### config.mk
export PLATFORM = sky130hd
export DESIGN_NAME = jk_excite_driver_flat
export DESIGN_NICKNAME = d
export VERILOG_FILES = /design/src/rtl/jk_excite_driver_if.sv /design/src/rtl/jk_excite_driver.sv /design/src/flat_wrapper.sv
export SDC_FILE = /design/constraint.sdc
export NUM_CORES = 1
export LEC_CHECK = 0
export ABC_AREA = 1
export BUFFER_PORTS_ARGS = -buffer_cell sky130_fd_sc_hd__clkbuf_2
export CORE_UTILIZATION = 35
export CTS_CLUSTER_SIZE = 25
export DETAILED_ROUTE_END_ITERATION = 6
export PLACE_DENSITY = 0.55
export SLEW_MARGIN = 20
export SYNTH_ARGS = -nofsm -noshare
export SYNTH_HDL_FRONTEND = slang
export SYNTH_SLANG_ARGS = --single-unit
### constraint.sdc
create_clock -name clk -period 1.6 [get_ports clk]
set_clock_uncertainty 0.15 [all_clocks]
set_input_delay 0.16 -clock clk [delete_from_list [all_inputs] [get_ports clk]]
set_output_delay 0.16 -clock clk [all_outputs]
set_load 0.1 [all_outputs]
### src/rtl/jk_excite_driver_if.sv
// Bundle of target-word handshake, J/K drive and q feedback between a control FSM,
// the jk_excite_driver and an external JK register bank.
interface jk_excite_driver_if #(
  parameter int WIDTH = 4,
  parameter int RC_W  = 2
);
  logic             tgt_valid;
  logic             tgt_ready;
  logic [WIDTH-1:0] tgt_data;
  logic [WIDTH-1:0] j_out;
  logic [WIDTH-1:0] k_out;
  logic [WIDTH-1:0] q_fb;
  logic             done;
  logic             err;
  logic [RC_W-1:0]  retry_cnt;

  // Master is the surrounding environment: controller plus the JK bank feedback.
  modport master (
    output tgt_valid, tgt_data, q_fb,
    input  tgt_ready, j_out, k_out, done, err, retry_cnt
  );

  modport slave (
    input  tgt_valid, tgt_data, q_fb,
    output tgt_ready, j_out, k_out, done, err, retry_cnt
  );
endinterface

### src/rtl/jk_excite_driver.sv
// Converts a target word into JK excitation commands, verifies the bank via q feedback,
// retries up to MAX_RETRY times. Define JK_TOGGLE_EN for toggle (J=K=1) encoding of changes.
module jk_excite_driver #(
  parameter int WIDTH     = 4,
  parameter int MAX_RETRY = 2,
  parameter int RC_W      = 2    // 2**RC_W must exceed MAX_RETRY
) (
  input  logic                clk,
  input  logic                rst_n,
  jk_excite_driver_if.slave   bus
);

  typedef enum logic [2:0] {
    ST_IDLE,
    ST_DRIVE,
    ST_CHECK,
    ST_DONE,
    ST_ERR
  } state_t;

  state_t           state_q, state_d;
  logic [WIDTH-1:0] tgt_q, tgt_d;
  logic [WIDTH-1:0] j_q, j_d;
  logic [WIDTH-1:0] k_q, k_d;
  logic [RC_W-1:0]  retry_q, retry_d;
  logic             ready_q, ready_d;
  logic             done_q, done_d;
  logic             err_q, err_d;

  logic [WIDTH-1:0] exc_tgt;
  logic [WIDTH-1:0] j_exc;
  logic [WIDTH-1:0] k_exc;
  logic             accept;

  // In IDLE the target is not yet latched, so excite straight from the incoming word.
  assign exc_tgt = (state_q == ST_IDLE) ? bus.tgt_data : tgt_q;
  assign accept  = bus.tgt_valid && ready_q;

  for (genvar gi = 0; gi < WIDTH; gi++) begin : g_exc
`ifdef JK_TOGGLE_EN
    assign j_exc[gi] = bus.q_fb[gi] ^ exc_tgt[gi];
    assign k_exc[gi] = bus.q_fb[gi] ^ exc_tgt[gi];
`else
    assign j_exc[gi] = ~bus.q_fb[gi] &  exc_tgt[gi];
    assign k_exc[gi] =  bus.q_fb[gi] & ~exc_tgt[gi];
`endif
  end

  always_ff @(posedge clk or negedge rst_n) begin
    if (!rst_n) begin
      state_q <= ST_IDLE;
      tgt_q   <= '0;
      j_q     <= '0;
      k_q     <= '0;
      retry_q <= '0;
      ready_q <= 1'b0;
      done_q  <= 1'b0;
      err_q   <= 1'b0;
    end else begin
      state_q <= state_d;
      tgt_q   <= tgt_d;
      j_q     <= j_d;
      k_q     <= k_d;
      retry_q <= retry_d;
      ready_q <= ready_d;
      done_q  <= done_d;
      err_q   <= err_d;
    end
  end

  // J/K default to 0 so the bank holds in every state except DRIVE.
  always_comb begin
    state_d = state_q;
    tgt_d   = tgt_q;
    j_d     = '0;
    k_d     = '0;
    retry_d = retry_q;
    done_d  = 1'b0;
    err_d   = 1'b0;
    case (state_q)
      ST_IDLE: begin
        if (accept) begin
          tgt_d   = bus.tgt_data;
          retry_d = '0;
          j_d     = j_exc;
          k_d     = k_exc;
          state_d = ST_DRIVE;
        end
      end
      ST_DRIVE: begin
        state_d = ST_CHECK;
      end
      ST_CHECK: begin
        if (bus.q_fb == tgt_q) begin
          done_d  = 1'b1;
          state_d = ST_DONE;
        end else if (retry_q < RC_W'(MAX_RETRY)) begin
          retry_d = retry_q + RC_W'(1);
          j_d     = j_exc;
          k_d     = k_exc;
          state_d = ST_DRIVE;
        end else begin
          err_d   = 1'b1;
          state_d = ST_ERR;
        end
      end
      ST_DONE: state_d = ST_IDLE;
      ST_ERR:  state_d = ST_IDLE;
      default: state_d = ST_IDLE;
    endcase
    ready_d = (state_d == ST_IDLE);
  end

  assign bus.tgt_ready = ready_q;
  assign bus.j_out     = j_q;
  assign bus.k_out     = k_q;
  assign bus.done      = done_q;
  assign bus.err       = err_q;
  assign bus.retry_cnt = retry_q;

endmodule

### src/flat_wrapper.sv
// flat-port wrapper written by rule: the top's interface ports become plain ports
module jk_excite_driver_flat 
#(
  parameter int WIDTH     = 4,
  parameter int MAX_RETRY = 2,
  parameter int RC_W      = 2                                    
)
  (clk, rst_n, bus_tgt_valid, bus_tgt_data, bus_q_fb, bus_tgt_ready, bus_j_out, bus_k_out, bus_done, bus_err, bus_retry_cnt);
  jk_excite_driver_if #(.WIDTH(WIDTH), .RC_W(RC_W)) bus_i ();
  input  logic clk;
  input  logic rst_n;
  input wire logic [$bits(bus_i.tgt_valid)-1:0] bus_tgt_valid;
  input wire logic [$bits(bus_i.tgt_data)-1:0] bus_tgt_data;
  input wire logic [$bits(bus_i.q_fb)-1:0] bus_q_fb;
  output wire logic [$bits(bus_i.tgt_ready)-1:0] bus_tgt_ready;
  output wire logic [$bits(bus_i.j_out)-1:0] bus_j_out;
  output wire logic [$bits(bus_i.k_out)-1:0] bus_k_out;
  output wire logic [$bits(bus_i.done)-1:0] bus_done;
  output wire logic [$bits(bus_i.err)-1:0] bus_err;
  output wire logic [$bits(bus_i.retry_cnt)-1:0] bus_retry_cnt;
  assign bus_i.tgt_valid = bus_tgt_valid;
  assign bus_i.tgt_data = bus_tgt_data;
  assign bus_i.q_fb = bus_q_fb;
  assign bus_tgt_ready = bus_i.tgt_ready;
  assign bus_j_out = bus_i.j_out;
  assign bus_k_out = bus_i.k_out;
  assign bus_done = bus_i.done;
  assign bus_err = bus_i.err;
  assign bus_retry_cnt = bus_i.retry_cnt;
  jk_excite_driver #(.WIDTH(WIDTH), .MAX_RETRY(MAX_RETRY), .RC_W(RC_W)) u_core (.clk(clk), .rst_n(rst_n), .bus(bus_i));
endmodule
==> impl_metrics.tcl <==
set metrics [dict create \
    p_seq_frac 0.308 \
    synth-xor-area-share 0 \
    antenna_found_initial 0 \
    clock-sinks 20 \
    yosysSeqAreaShare 0.526 \
    cp.required_ns 1.64 \
    grt_pass1_wl_um 3290 \
    start_util 0.377 \
    synth-simple-area-share 0.305 \
    wl_per_cell_um 11.4 \
    yosys_register_bits 20 \
    dp_slack_ns 0.119 \
    cts_tree "done" \
    p_sw_w 0.00142 \
    synthCells 109 \
    fmax_mhz 665 \
    regArea_um2 503 \
    grt_pass1_vias 725 \
    clock_latency_ns 0.30 \
    critPathArrivalTime_ns 1.55 \
    r2r-start "u_core.state_q[0]$_DFF_PN0_" \
    final_nets 157 \
    cp-start-kind "flop" \
    top_layer "met4" \
    fin_area_um2 1230 \
    wirelength_um 1990 \
    synthAdderAreaFrac 0 \
    yosysWarnings 0 \
    grt_max_degree 21 \
    overflow 0 \
    final_common_cell "nand2_1" \
    fin_cells 175 \
    worstReg2RegEnd "u_core.bus.tgt_ready$_DFF_PN0_" \
    placed_area_um2 1100 \
    whs_endpoint "u_core.tgt_q[1]$_DFFE_PN0P_" \
    yosys-mux-area-fraction 0 \
    min_path_type "input pin to flop" \
    post-cts-setup-buffer-count 0 \
    ant_nets 0 \
    powerDensity_nw_per_um2 2060 \
    drc 0 \
    p_sw_frac 0.559 \
    htreeDepth 1 \
    num_rows 18 \
    r2r_cells 8 \
    peakVddDrop_uv 1040 \
    die_area_um2 2930 \
    maxSlewHeadroom 0.642 \
    wl_met3_um 89 \
    comb_power_share 0.576 \
    fin_crit_sh 0.940 \
    intPower_w 0.00112 \
    cellLeakagePower_nw 0.676 \
    gp_congestion 0.800 \
    synth_cell_types 17 \
    drt_pass1_iterations 4 \
    vias_per_cell 4.67 \
    worst_pin_slew_ns 0.539 \
    status "finished clean" \
    synth.avg_cell_area_um2 8.72 \
    core_um2 2520 \
    fin_ws_ns 0.0958 \
    fin_crit_ns 1.50 \
    clk_path_buf_depth 2 \
    chipHeight_um 54.1 \
    cp_max_fo 5 \
    cts_inserted_buffers 3 \
    diodes 0 \
    place_inst 162 \
    endpoint_kind "flop" \
    reg2reg_slack_ns 0.1 \
    num_vias 818 \
    tns_ns 0 \
    dp_hpwl_um 1450 \
    min_from "bus_tgt_valid" \
    met1Wirelength_um 882 \
    syn2layout_area_growth_pct 29.7 \
    syn_area_um2 951 \
    post_route_cells_drive_above_1_share 0.269 \
    multi_input_area_um2 380 \
    cts-root-buf "clkbuf_4" \
    synth_compound_area_frac 0.0895 \
    drv_cap 0 \
    port_buffers 23 \
    io_pins 24 \
    drv_slew 0 \
    route.met2.wl_um 1000 \
    grt_setup_unrepaired "false" \
    p_clk_frac 0.116 \
    whs_path_depth 3 \
    final-hold-violation-count 0 \
    syn-num-nets 120 \
    power_w 0.00254 \
    path_class "flop to flop" \
    grtUsageTotal 0.165 \
    synth_top_family_by_area "simple AND/OR/NAND/NOR gates" \
    fill_cells 252 \
    final_cell_mix "29 x nand2_1, 23 x clkbuf_2, 18 x dfrtp_1" \
    drt_iter0_markers 13 \
    setup_viol 0 \
    clkSlewWorstSetupHoldPaths_ns 0.11 \
    die_w_um 54.1 \
]
## power by group through the flow
| stage | logic (W) | registers [W] | clock network, W |
|---|---|---|---|
| floorplan | 0.000591 | 0.00138 | 0 |
| global placement | 0.00142 | 0.000790 | 0 |
| detailed placement | 0.00144 | 0.000793 | 0 |
| CTS | 0.00146 | 0.000782 | 0.000310 |
| global route | 0.00158 | 0.000808 | 0.000333 |
| finish | 0.00146 | 0.000782 | 0.000294 |
## critical path: stages (launching register included)
cell	delay, ns
dfrtp_1	0.43
nor2_4	0.19
nand2_1	0.10
inv_1	0.13
nand2_1	0.11
nand2_2	0.11
inv_1	0.06
nand3_1	0.08
nor2_1	0.04
## kinds of logic (layout without fill, tap and decap cells)
logic type             after synthesis  count (layout)
buffers and inverters               18              54
DFF                                 20              20
AOI/OAI and AO/OA                   14              14
and+or+nand+nor                     57              57
## final cells by class
cell class	count	area share
flip-flops and latches	20	0.408
multi-input cells	71	0.308
repair buffers	33	0.172
inverters	17	0.0517
well taps	30	0.0304
clock buffers	4	0.0294
## stage by stage
step	hold slack (ns)	util
2_1_floorplan	-0.286	-
3_3_place_gp	0.00295	0.437
3_5_place_dp	0.00450	0.437
4_1_cts	0.0975	0.487
5_1_grt	0.102	0.489
6_report	0.0972	0.489
## how the worst max path moves through the flow
stage | startpoint | end | slack, ns | depth (start not counted)
floorplan | u_core.bus.retry_cnt[0]$_DFFE_PN0P_ | u_core.bus.retry_cnt[0]$_DFFE_PN0P_ | 0.14 | 3
global placement | u_core.state_q[0]$_DFF_PN0_ | u_core.bus.tgt_ready$_DFF_PN0_ | 0.18 | 8
detailed placement | u_core.state_q[0]$_DFF_PN0_ | u_core.bus.tgt_ready$_DFF_PN0_ | 0.12 | 8
CTS | bus_q_fb[1] | u_core.bus.k_out[1]$_DFF_PN0_ | 0.09 | 9
global route | bus_q_fb[2] | u_core.bus.j_out[0]$_DFF_PN0_ | 0.002 | 9
finish | u_core.state_q[0]$_DFF_PN0_ | u_core.bus.tgt_ready$_DFF_PN0_ | 0.1 | 8
## routing by layer
metal,vias up,track usage
met1,377,0.196
met3,2,0.0254
li1,420,-
met5,-,0
met4,0,0.0769
met2,19,0.287
## cell usage after synthesis
master     instances  share of area
a21oi_1            2          0.011
nand2_4            2          0.024
buf_6              1          0.012
nand4_4            1          0.022
nand3_4            1          0.018
nand2_1           29           0.11
nand3b_1           1         0.0079
nand3_1            9          0.047
nor2_2             2          0.013
inv_1             16          0.063
inv_2              1         0.0039
dfrtp_1           20           0.53
o21ai_0            8          0.042
nand2_2            1         0.0066
nor2_4             1          0.012
o2111ai_1          4          0.037
nor2_1            10          0.039
## sequential cells by signal (all words and copies together) (netlist names)
signal	cells
u_core.bus.k_out	4
u_core.bus.done	1
u_core.tgt_q	4
u_core.bus.retry_cnt	2
u_core.bus.j_out	4
u_core.bus.tgt_ready	1
u_core.state_q	3
u_core.bus.err	1
## repair_timing
| action | 4_1_cts | 5_1_grt |
|---|---|---|
| gates resized for setup | 0 | 1 |
| hold endpoints to repair | 29 | 0 |
| endpoints found under the setup margin | 0 | 1 |
| hold buffers | 9 | 0 |
(Power assumes the default switching activity.)
